--- src/rtl/oam_dma_ctrl.sv ---
// oam_dma_ctrl: OAM DMA sequencer and mem port arbiter (clk/reset; cpu_addr/cpu_we/cpu_dout in, mem_addr/mem_we/mem_dout/mem_din to mem, cpu_rdy/dma_busy/dma_done status)
module oam_dma_ctrl #(
  parameter int ADDR_WIDTH = 16,
  parameter int REG_WIDTH = 8,
  parameter logic [ADDR_WIDTH-1:0] DMA_REG_ADDR = 16'h4014,
  parameter logic [ADDR_WIDTH-1:0] OAM_DATA_ADDR = 16'h2004
) (
  input  logic                  clk,
  input  logic                  reset,
  input  logic [ADDR_WIDTH-1:0] cpu_addr,
  input  logic                  cpu_we,
  input  logic [REG_WIDTH-1:0]  cpu_dout,
  input  logic [REG_WIDTH-1:0]  mem_din,
  output logic [ADDR_WIDTH-1:0] mem_addr,
  output logic                  mem_we,
  output logic [REG_WIDTH-1:0]  mem_dout,
  output logic                  cpu_rdy,
  output logic                  dma_busy,
  output logic                  dma_done
);
  typedef enum logic [2:0] {IDLE, HALT, ALIGN, READ, WRITE} state_t;
  state_t state, state_nx;
  logic [7:0] page, idx;
  logic parity, trig, last;
  logic [ADDR_WIDTH-1:0] src;
  always_comb begin
    trig = state == IDLE && cpu_we && cpu_addr == DMA_REG_ADDR;
    last = state == WRITE && idx == 8'hff;
    src = ADDR_WIDTH'({page, idx});
    state_nx = state;
    case (state)
      IDLE:    state_nx = trig ? HALT : IDLE;
      HALT:    state_nx = parity ? READ : ALIGN;
      ALIGN:   state_nx = READ;
      READ:    state_nx = WRITE;
      WRITE:   state_nx = last ? IDLE : READ;
      default: state_nx = IDLE;
    endcase
    cpu_rdy = reset || state == IDLE;
    dma_busy = !cpu_rdy;
    mem_addr = cpu_rdy ? cpu_addr : state == WRITE ? OAM_DATA_ADDR : src;
    mem_we = !reset && (state == IDLE ? cpu_we && !trig : state == WRITE);
    mem_dout = dma_busy && state == WRITE ? mem_din : cpu_dout;
  end
  always_ff @(posedge clk) begin
    if (reset) begin
      state <= IDLE;
      page <= 8'd0;
      idx <= 8'd0;
      parity <= 1'b0;
      dma_done <= 1'b0;
    end else begin
      state <= state_nx;
      parity <= !parity;
      dma_done <= last;
      if (trig) begin
        page <= 8'(cpu_dout);
        idx <= 8'd0;
      end else if (state == WRITE) begin
        idx <= idx + 8'd1;
      end
    end
  end
endmodule

--- config.mk ---
export PLATFORM = sky130hd
export DESIGN_NAME = oam_dma_ctrl
export DESIGN_NICKNAME = d
export VERILOG_FILES = /design/src/rtl/oam_dma_ctrl.sv
export SDC_FILE = /design/constraint.sdc
export NUM_CORES = 1
export LEC_CHECK = 0
export ABC_CLOCK_PERIOD_IN_PS = 1300
export CELL_PAD_IN_SITES_DETAIL_PLACEMENT = 0
export CELL_PAD_IN_SITES_GLOBAL_PLACEMENT = 2
export CORE_MARGIN = 5
export CORE_UTILIZATION = 20
export CTS_CLUSTER_DIAMETER = 80
export DETAILED_ROUTE_END_ITERATION = 8
export GPL_TIMING_DRIVEN = 1
export PLACE_DENSITY = 0.8
export SLEW_MARGIN = 20
export SYNTH_ARGS = -nofsm -noshare
export SYNTH_HDL_FRONTEND = slang
export SYNTH_SLANG_ARGS = --single-unit
--- constraint.sdc ---
create_clock -name clk -period 1.3 [get_ports clk]
set_input_delay 0.13 -clock clk [delete_from_list [all_inputs] [get_ports clk]]
set_output_delay 0.13 -clock clk [all_outputs]
set_load 0.05 [all_outputs]
======== Word-level counts from Yosys, hierarchy flattened ========
Cells that the tools add are included.
W data, S select, Z words.
word-level totals
  register bits ........................... 21
  latch bits .............................. 0
  bits in writable memories ............... 0
  memory bits (read-only) ................. 0
  input port bits ......................... 35
  output and inout port bits .............. 28
  memories kept ........................... 0
operators by class
  $add $sub $neg .......................... 1
  multiply operators ...................... 0
  divide/modulo/power cells ............... 0
  $lt $le $gt $ge ......................... 0
  equality and inequality tests ........... 6
  shifts and indexed selects .............. 0
  mux-type cells .......................... 8
  bitwise gates (word level) .............. 0
  reductions and logical operators ........ 13
operators by type and width
  operator                count
  $mux W16                2
  $eq A16 B15 Y1 const B  1
  $pmux W3 S5             1
  $add A8 B1 Y8 const B   1
  $eq A8 B8 Y1 const B    1
  $mux W8                 1
  $eq A3 B2 Y1 const B    2
  $logic_and A1 B1 Y1     6
  $logic_not A1 Y1        4
  $eq A3 B1 Y1 const B    1
  $eq A3 B3 Y1 const B    1
  $logic_not A3 Y1        1
  $mux W1                 3
  $mux W2                 1
  $reduce_or A2 Y1        1
  $logic_or A1 B1 Y1      1

======== Logic depth before layout (Yosys ltp) ========
  word-level depth ........................ 7
  mapped depth ............................ 7

======== Worst setup path before layout ========
Ideal clock, no wire load.
  kind .................................... reg2out
  start point ............................. register state[1]
  end point ............................... output port mem_addr[0]
  arrival time ............................ 2.493 ns
  data required time ...................... 1.170 ns
  slack ................................... -1.323 ns
  cell stages (with the launch flop) ...... 7
  path buffers ............................ 2
  cell sequence ........................... dfxtp_1 > buf_6 > nor3_4 > nor2_4 > clkinv_1 > buf_2 > o21ai_0
between the ends
  word-level cells in the longest chain between the ends .. 3
  elaborated cells between the ends (all ways) .. 5
ends and longest elaborated chain
  item                    line  RTL
  start, declared         22    state_t state, state_nx;
  start signal, assigned  53    state <= state_nx;
  $logic_not A3 Y1        39    cpu_rdy = reset || state == IDLE;
  $logic_or A1 B1 Y1      39
  via cpu_rdy             17    output logic cpu_rdy,
  $mux W16                41    mem_addr = cpu_rdy ? cpu_addr : state == WRITE ? OAM_DATA_ADDR : src;
  end, declared           14    output logic [ADDR_WIDTH-1:0] mem_addr,
The timed path passes the listed nets, and every way through them passes these cells.

======== Worst setup path after layout ========
  start point ............................. register state[0]
  end point ............................... output port mem_dout[7]
between the ends
  word-level cells in the longest chain between the ends .. 5
  elaborated cells between the ends (all ways) .. 6
ends and longest elaborated chain
  item                     line  RTL
  $logic_not A3 Y1         39
  $logic_or A1 B1 Y1       39
  $logic_not A1 Y1         40    dma_busy = !cpu_rdy;
  $logic_and A1 B1 Y1 (*)  43    mem_dout = dma_busy && state == WRITE ? mem_din : cpu_dout;
  $mux W8 (*)              43
  end, declared            16    output logic [REG_WIDTH-1:0] mem_dout,
Every way passes the cells marked *; elsewhere a longest branch is shown, timed or not.

==> results <==
- Setup repair after global routing could not meet its margin everywhere.
- The clock-pin slew on the worst setup and hold paths is approximately 0.080 ns.
- The number of buffers created by CTS is 3.
- The CTS tree is yes.
- The element type at the critical path start is a flip-flop.
- Together, buffers and inverters on the worst path number 2.
- The tightest slew margin relative to the limit is approximately 77%.
- For this run, the total global-route usage over all layers was measured as between 10% and 20%.
- The relative contribution of sequential cells to total power is a little under two fifths.
- On the final layout, the worst hold slack is a little over 0.4 ns.
- Once layout is complete, the utilization of the core stands at 45.49%.
- The count of unresolved DRC violations after routing is 0.
- The checks that failed: setup timing.
- The number of antenna violations at the first check in global routing is 0.
- The first global-routing pass estimated 7369 um of wire.
- The endpoint arrival time on the critical path is roughly 1.6 ns.
- The gate count after technology mapping is roughly 140.
- The quantity of I/O buffers inserted on ports is 62.
- The highest fanout seen on the critical path is 8.
- For this run, the post-layout net count is roughly 280.
- In this run the vertical extent of the chip is ~91 um.
- The area of the mapped netlist is ~1300 um2.
- The share of Yosys cell area claimed by the top area cell type is a little under a third.
- The initial utilization of the core area, before any placement, comes to roughly 21%.
- The number of antenna diodes in the final layout is 0.
- The floorplan step defined a core boundary enclosing 6386 um2.
- The maximum VDD drop is about 0.35 mV.
- CTS saw 21 sinks.
- For this run, asynchronously set or reset flops after synthesis account for 0%.
- The number of different library cells used by synthesis comes to 35.
- The most frequently used cell type in the post-synthesis netlist is dfxtp_1.
- Derived from the worst setup path, the maximum achievable clock frequency is ~0.59 GHz.
- The die is roughly 91 um wide.
- The post-synthesis register bit count is 21.
- Setup slack on the critical path of the routed design comes to -0.3954 ns.
- In the synthesized netlist, the cells that appear most often are dfxtp_1, nand2b_1, a22o_1, nand2_1, mux2i_1.
- The via total after detailed routing is around 1400.
- Of the total power, the clock network draws between 20% and 30%.
- Of the synthesized area, sequential elements account for approximately a third.
- In this run the mean area of a mapped cell was roughly 9 um2.
- The leakage power total is about 1.2 nW.
- The number of max-slew violations in the final report is 0.
- Global routing consumed, on the met3 layer, 3.802% of the routing resources.
- The combinational group share of total power is a little over a third.
- The via count of the first global-routing pass is approximately 1400.
- Power spread over the standard cell area amounts to slightly below 600 nW/um2.
- CTS placed an instance of clkbuf_8 at the clock tree root.
- Global routing consumed, on the met1 layer, approximately 15% of the routing resources.
- The kind of cell with the highest combined delay along the critical path is flip-flops.
- During synthesis, Yosys emitted a total of 0 warnings.
- The flow ran to the end, but the final reports show violations.
- The detail route stage leaves a number of antenna-violating nets equal to 0.
- The net switching power figure is roughly 0.00051 W.
- The library cell occupying the most area in the post-synthesis netlist is dfxtp_1.
- The maximum cell stage delay along the critical path is around 0.34 ns.
- The detailed-routing iteration count for the pre-antenna-repair pass is 4.
- The final cell area excluding filler cells is between 2000 and 3000 um2.
- Setup violations remaining at the end of the flow were counted as 45.
- Routability-driven placement finished with a final weighted congestion of 0.7823.
- By instance count, the cell type seen most on the critical path is nor2_4.
- CTS built an H-tree with a depth of 1.
- The signal on the critical path passes through nor2_4 -> nand2_2 -> nor2_4 -> buf_12 -> mux2_2 -> buf_6.
- Row generation in the floorplan step produced 29 rows.
- The critical path is of the reg -> out type.
- The number of DRC markers after the initial detailed-route iteration is 47.
- Summing all placed instances gives a cell area of approximately 2600 um2.
- In this run the count of I/O pins placed on the die edge is 63.
- Once detailed placement completed, the half-perimeter wirelength came to approximately 3400 um.
- The required time of the worst setup path is 1.17 ns.
- The later pin in the worst-skew pair is clocked with a latency of roughly 0.26 ns.
- At the pin with the least slew margin, the transition time is approximately 0.35 ns.
- The die outline area is between 8000 and 9000 um2.
- The busiest layer in global routing is met2.
- The class of the most critical hold timing path is reg -> reg.
- The number of buffers on the longest clock path is 2.
- Net switching is 29.94% of the power.
- The routed wirelength normalized by instance count is ~14 um.
- The final-report hold violation count is 0.
- The post-synthesis net count is between 150 and 200.
- The internal power is between 0.001 and 0.0015 W.
- The final critical path time including I/O delays and setup is around 1.7 ns.
- Relative to the synthesized area, the layout overhead comes to 120.1%.
- For this block, the routed nets add up to about 4500 um of wire.
- Cells with a size suffix above 1 make up a little over half of the layout.
- For this run the aggregate overflow at the end of global routing stands at 0.
- Sorting the synthesized cells by area gives the leading types as dfxtp_1, a22o_1, nand2b_1, mux2i_1, mux2_2.
- The hold buffer count at cts is 0.
- Entering global routing, the biggest net connects 17 pins.
- Global routing consumed, on the met2 layer, between 10% and 20% of the routing resources.
- The worst clock skew on the final layout is around 0.0021 ns.
- In the synthesized netlist the dominant register cell turns out to be dfxtp_1.
- The highest-delay cell along the critical path is dfxtp_2.
- STA classifies the critical path endpoint as a primary output.
- The number of max-capacitance violations reported is 0.
- Dividing the detail-routed via count by the number of cells gives between 4 and 5.
- Counting flops with a built-in enable in the synthesized netlist gives 0.
- The count of cells in the finished layout, fillers not included, comes to 316.
- The total placed cells including tap cells is 308.
- The final critical-path share of the clock period is 130.4%.
power by group through the flow:
stage / Clock, W / Combinational (W) / Sequential (W)
2_1_floorplan: 0 / 0.000250 / 0.000661
3_3_place_gp: 0 / 0.000577 / 0.000661
3_5_place_dp: 0 / 0.000577 / 0.000661
4_1_cts: 0.000452 / 0.000598 / 0.000646
5_1_grt: 0.000474 / 0.000645 / 0.000646
6_report: 0.000437 / 0.000616 / 0.000645
layout make-up:
type                       instances  area, um2
timing repair buffer             101       1194
clock inverter                     1      5.005
sequential                        21      422.9
tap                               77      96.34
fill                             635       3481
inverter                           1      8.758
timing repair inverter             1      8.758
clock buffer                       3      41.29
multi-input combinational        111       1129
registers in the layout (all words and copies together) (netlist names):
name	flops
state	3
dma_done	1
idx	8
page	8
parity	1
metal layers:
layer | vias up | routed length, um | share of wire, %
li1 | 713 | - | -
met1 | 631 | 2070 | 46
met2 | 46 | 2076 | 46
met3 | 4 | 331 | 7.3
met4 | 0 | 41 | 0.91
met5 | - | 0 | 0
cells by family (layout without fill, tap and decap cells):
kind of cell / count (synthesis) / count (layout) / share of synthesized area (%)
simple gates: 65 / 65 / 30.90
compound gates: 21 / 21 / 12.51
flops: 21 / 21 / 31.85
mux: 17 / 17 / 13.65
buf+inv: 11 / 107 / 5.496
xor+xnor: 7 / 7 / 4.645
fa+ha+maj: 1 / 1 / 0.9477
cell usage in the layout, fill, tap and decap left out, types with 2 or more instances in the layout:
cell / n
dfxtp_2: 2
o21ai_4: 2
buf_4: 29
clkinv_4: 2
nand2b_1: 16
o32a_4: 2
nor2_1: 3
nand2_1: 9
buf_12: 21
a22o_4: 12
mux2i_1: 9
dfxtp_1: 19
xor2_1: 6
a21oi_2: 2
clkbuf_8: 3
buf_6: 9
nor3_2: 7
buf_8: 7
nor2_4: 4
nand3_1: 5
dlygate4sd2_1: 15
nand4_1: 4
clkdlybuf4s50_1: 18
mux2_4: 7
path summary, 6_finish.rpt:
path / slack (ns) / from / endpoint / cells past startpoint
min reg2reg: 0.41 / parity / parity / 1
min: 0.41 / parity / parity / 1
max reg2reg: -0.21 / state[0] / idx[7] / 6
max: -0.40 / state[0] / mem_dout[7] / 6
timing repair:
action	4_1_cts	5_1_grt
resized for setup	47	25
pin swaps	22	21
cloned	2	0
setup endpoints to repair	45	45
setup buffers	2	3
metrics by stage:
stage          setup WS [ns]  total power, W  setup TNS, ns
2_1_floorplan        -0.3206       0.0009104         -6.774
3_3_place_gp         -0.6217        0.001238         -17.17
3_5_place_dp         -0.6432        0.001238         -17.08
4_1_cts              -0.4044        0.001695         -12.99
5_1_grt              -0.4755        0.001765         -15.51
6_report             -0.3954        0.001699         -12.13
Note: power is estimated with default switching activity, not from simulation.
==> RTL edit 1 (same settings) <==
Make the reset (`reset`) asynchronous in one clocked block.
--- a/src/rtl/oam_dma_ctrl.sv
+++ b/src/rtl/oam_dma_ctrl.sv
@@ -43,5 +43,5 @@
     mem_dout = dma_busy && state == WRITE ? mem_din : cpu_dout;
   end
-  always_ff @(posedge clk) begin
+  always_ff @(posedge clk or posedge reset) begin
     if (reset) begin
       state <= IDLE;
Behaviour: same outputs for any inputs over 10 cycles, from zero or initial values and one cycle with reset high; that may be too few to reach the edited logic, so the function may still have changed.
==> RTL edit 1 against the original RTL <==
- design area decreased by 2.1%
- critical endpoint is now mem_dout[4]
- routed wire length grew 3.1%
- die area decreased by 1.4%
- the run still ends with negative setup slack left
- sequential share of layout area rose by 4.0 points
- sequential cell count did not move
- worst setup slack worse by 0.23 ns
- largest cell class unchanged
- synthesized area down 1.6%
- count of clock-buffer cells in the layout unchanged
Power is not compared: it rests on default switching activity, and its combinational part moved more than twofold at a synthesized area within 25%.
==> RTL edit 1: results (changes against the original RTL) <==
stage	metric	value	unit	change
run_status	status	complete, but fails checks		
run_status	failing checks	negative setup slack		
sta	final worst setup slack	-0.625	ns	-0.230 ns
sta	Final TNS setup	-22.79	ns	-10.66 ns
detailed_routing	via count	1330		-4.6%
placed_design	GP Congestion	0.720		-8.0%
synth	Synth Net Count	158		-12%
global_routing	pin count of the biggest net entering global routing	22		+5
detailed_routing	number of iterations in the first detailed-routing pass	6		+2
synth	top post-synthesis cells by area	dfrtp_1 40%, mux2_1 12%, a22o_1 8.1%		
min_path	min-delay src	parity		
clock_tree	H-tree depth	1		unchanged
critical_path	R2R Setup Slk	-0.50	ns	-0.29 ns
clock_tree	Clock Pin Slew Worst Setup and Hold Paths	0.08	ns	about the same
synth	Distinct cells, synth	37		+5.7%
sta	worst rel slew slack	70.3	%	-6.5 points
detailed_routing	Routed WL per cell	15.4	um	+7.9%
global_routing	global-route wire length before repair	7610	um	+3.3%
layout	Antenna Cells	0		unchanged
critical_path	slowest stage delay, CP	0.44	ns	+0.10 ns
sta	Final setup viols	45		unchanged
synth	Mean Syn Cell Area	10.6	um^2	+15%
sta	skew final	0.00400	ns	+0.00191 ns
placed_design	placed insts	287		-6.8%
global_routing	GRT Util Overall	11.3	%	+0.46 points
synth	commonest cells in the netlist	21 x dfrtp_1, 14 x mux2_1, 12 x a22o_1		
synth	Top FF cell, synth	dfrtp_1		
synth	asr flop ratio synth	100	%	+100 points
detailed_routing	DRT iter0 DRCs	48		+2.1%
layout	filler instances	584		-8.0%
placed_design	pre-CTS setup slack	-0.764	ns	-0.121 ns
layout	non-filler cells, final	302		-4.4%
layout	Final Net Count	262		-5.1%
critical_path	FF-to-FF Start	state[1]		
critical_path	family with the most delay on the worst path	simple AND/OR/NAND/NOR gates		
layout	share of cells above drive strength 1	58.2	%	+5.9 points
global_routing	vias in the first global route	1457		+2.5%
critical_path	crit path DAT	1.80	ns	+0.23 ns
synth	share of the yosys chip area belonging to registers	40.5	%	+8.6 points
critical_path	Slowest-stage cell, CP	or3b_4		
placed_design	dpl hpwl	3360	um	-1.2%
==> RTL edit 1: worst register-to-register path, cell delays in order, from the launching register on <==
cell	delay (ns)
dfrtp_1	0.39
buf_4	0.14
buf_6	0.12
nor3_4	0.26
buf_6	0.17
nand2_8	0.07
nor2_4	0.22
mux2_4	0.33
==> RTL edit 1: layout make-up <==
| class | count | share of cell area, % |
|---|---|---|
| inverters | 4 | 0.968 |
| flip-flops and latches | 21 | 18.5 |
| repair inverters | 2 | 0.352 |
| clock buffers | 3 | 1.45 |
| repair buffers | 101 | 40.2 |
| multi-input cells | 93 | 34.9 |
| clock inverters | 1 | 0.176 |
| well taps | 77 | 3.39 |
==> RTL edit 1: routing by layer <==
layer  wire length [um]  GRT usage (%)  vias up
li1                   -              -      659
met1               2100           15.4      631
met2               2220           18.1       36
met3                306           2.92        4
met4                 42           2.36        0
met5                  0              0        -
==> RTL edit 1: cells by family after synthesis <==
kind of cell | after synthesis | synth area share [%]
mux | 16 | 13.9
buf+inv | 9 | 4.43
fa+ha+maj | 1 | 0.963
simple gates | 45 | 22.0
compound gates | 23 | 13.6
xor+xnor | 7 | 4.72
flops | 21 | 40.5
==> RTL edit 1: worst paths after layout <==
check	end	cells past startpoint
setup reg to reg	page[2]	7
setup / recovery	mem_dout[4]	4
hold / removal	parity	1
hold reg to reg	parity	1
min in group asynchronous	state[1]	4
max in group asynchronous	state[0]	4
==> RTL edit 1: metrics by stage <==
| stage | cell area [um^2] | hold slack (ns) | utilization [%] |
|---|---|---|---|
| 2_1_floorplan | 1420 | 0.112 | - |
| 3_3_place_gp | 2460 | 0.410 | 38.7 |
| 3_5_place_dp | 2460 | 0.419 | 38.7 |
| 4_1_cts | 2740 | 0.436 | 43.2 |
| 5_1_grt | 2840 | 0.457 | 44.8 |
| 6_report | 2840 | 0.435 | 44.8 |
==> RTL edit 1: what timing repair did <==
action                                  in CTS  in global routing
pin swaps                                    8                  7
buffers inserted                             7                  2
gates cloned                                 3                  0
endpoints found under the setup margin      45                 46
gates resized for setup                     42                 22
hold endpoints to repair                     0                  0
==> RTL edit 1: where the power goes <==
part	total (mW)	switching [mW]	internal, mW
sequential	0.781	0.0444	0.737
clock	0.422	0.209	0.213
combinational	3.44	1.79	1.65
total	4.65	2.05	2.60
==> RTL edit 2 (config.mk and constraints unchanged) <==
Without the edit above. `REG_WIDTH`: 8 -> 6.
--- a/src/rtl/oam_dma_ctrl.sv
+++ b/src/rtl/oam_dma_ctrl.sv
@@ -2,5 +2,5 @@
 module oam_dma_ctrl #(
   parameter int ADDR_WIDTH = 16,
-  parameter int REG_WIDTH = 8,
+  parameter int REG_WIDTH = 6,
   parameter logic [ADDR_WIDTH-1:0] DMA_REG_ADDR = 16'h4014,
   parameter logic [ADDR_WIDTH-1:0] OAM_DATA_ADDR = 16'h2004
Ports: changed (resized cpu_dout, mem_din and mem_dout); port bits go from 63 to 57. The function was not compared with the original's and may differ.
==> RTL edit 2 against the original RTL <==
- the run still ends with negative setup slack left
- design area shrank 1.6%
- routed wire length shrank 1.7%
- count of clock-buffer cells in the layout grew 1
- combinational power shrank 11%
- first-iteration DRC count shrank 49%
- die area shrank 8.0%
- power shrank 8.7%
- utilization grew 3.1 points
- worst setup slack lost 0.14 ns
- synthesized cell count shrank 9.1%
- register-to-register slack lost 0.24 ns
- synthesized area shrank 8.9%
- clock power shrank 5.3%
- sequential cell count shrank 2
- critical endpoint is now mem_addr[2]
- largest cell class unchanged
- highest routed layer unchanged
==> RTL edit 2: results (changes against the original RTL) <==
stage	metric	value	unit	change
sta	Final TNS setup	-13.68	ns	-1.55 ns
pwr	internal power	1.10	mW	-7.8%
global_routing	GRT Util Overall	11.6	%	+0.72 points
global_routing	global-route wire length before repair	6980	um	-5.3%
sta	final worst setup slack	-0.537	ns	-0.142 ns
sta	worst rel slew slack	75.0	%	-1.9 points
detailed_routing	DRT iter0 DRCs	24		-49%
placed_design	pre-CTS setup slack	-0.632	ns	+0.0108 ns
clock_tree	Max Root-Sink Buffers	2		unchanged
pwr	Max VDD drop	395	uV	+12%
min_path	Hold WC Path Type	reg2reg		
layout	Final Net Count	267		-3.3%
placed_design	GP Congestion	0.766		-2.0%
synth	Distinct cells, synth	36		+2.9%
sta	Final setup viols	42		-6.7%
placed_design	dpl hpwl	3330	um	-2.2%
synth	commonest cells in the netlist	19 x dfxtp_1, 13 x nand2b_1, 10 x a22o_1		
synth	top post-synthesis cells by area	dfxtp_1 32%, a22o_1 7.3%, nand2b_1 6.8%		
layout	share of cells above drive strength 1	59.8	%	+7.5 points
layout	non-filler cells, final	309		-2.2%
layout	filler instances	540		-15%
run_status	failing checks	negative setup slack		
sta	skew final	0.00194	ns	-0.000157 ns
clock_tree	CTS Buf Count	3		unchanged
placed_design	placed cell area	2440	um^2	-5.0%
pwr	Leakage Power	1.19	nW	+2.2%
critical_path	crit path DAT	1.71	ns	+0.14 ns
placed_design	port bufs	56		-9.7%
detailed_routing	DR vias/cell	4.34		-1.5%
synth	share of the yosys chip area belonging to registers	31.6	%	-0.21 points
critical_path	critical path startpoint category	flip-flop		
placed_design	placed insts	293		-4.9%
synth	Synth Net Count	162		-9.5%
layout	Regs by FF count	idx: 8 flops, page: 6 flops, state: 3 flops		
detailed_routing	Detailed Route WL	4440	um	-1.7%
critical_path	worst-path fanout max	5		-3
synth	Cells after Synth	130		-9.1%
run_status	status	complete, but fails checks		
global_routing	vias in the first global route	1415		-0.49%
RTL edit 2: area by class of cell:
type                    count  area (um^2)  area share, %
repair buffers            109         1240           43.5
multi-input cells         100         1080           37.8
flip-flops and latches     19          384           13.4
well taps                  75         93.8           3.28
clock buffers               4         45.0           1.57
inverters                   2         11.3          0.394
RTL edit 2: kinds of logic (layout without fill, tap and decap cells):
family,Yosys count,in the layout,synth area share [%]
adder cells (fa/ha/maj),1,1,1.04
XOR/XNOR,8,8,5.83
AND/OR/NAND/NOR,57,58,30.6
flip-flops,19,19,31.6
buffers and inverters,12,115,6.35
multiplexers,13,13,11.6
AO/OA/AOI/OAI,20,20,13.0
RTL edit 2: final timing paths:
check        slack (ns)     endpoint     start  cells past startpoint
min                0.41       parity    parity                      1
min reg2reg        0.41       parity    parity                      1
max reg2reg       -0.45       idx[5]  state[2]                      8
max               -0.54  mem_addr[2]  state[2]                      6
RTL edit 2: critical path: stages, from the launching register on:
cell and delay [ns]:
dfxtp_2 0.33, buf_4 0.14, nor3_4 0.17, or2_4 0.24
clkinvlp_4 0.15, o22a_4 0.27, buf_8 0.15
RTL edit 2: what timing repair did:
action / in CTS / in global routing
resized for setup: 75 / 13
endpoints found under the setup margin: 41 / 42
setup buffers: 9 / 3
gates cloned: 2 / 0
pin swaps: 12 / 10
hold endpoints to repair: 0 / 0
RTL edit 2: power groups by stage:
stage,Combinational (mW),Clock [mW],Sequential (mW)
after floorplan,0.241,0,0.598
after global placement,0.533,0,0.598
after detailed placement,0.536,0,0.598
after CTS,0.550,0.437,0.584
after global routing,0.572,0.459,0.585
final,0.551,0.414,0.585
RTL edit 2: routing by layer:
metal	GRT usage, %	vias to the layer above	wire length [um]
li1	-	677	-
met1	14.0	632	1860
met2	21.0	31	2320
met3	2.92	2	241
met4	2.09	0	15
met5	0	-	0
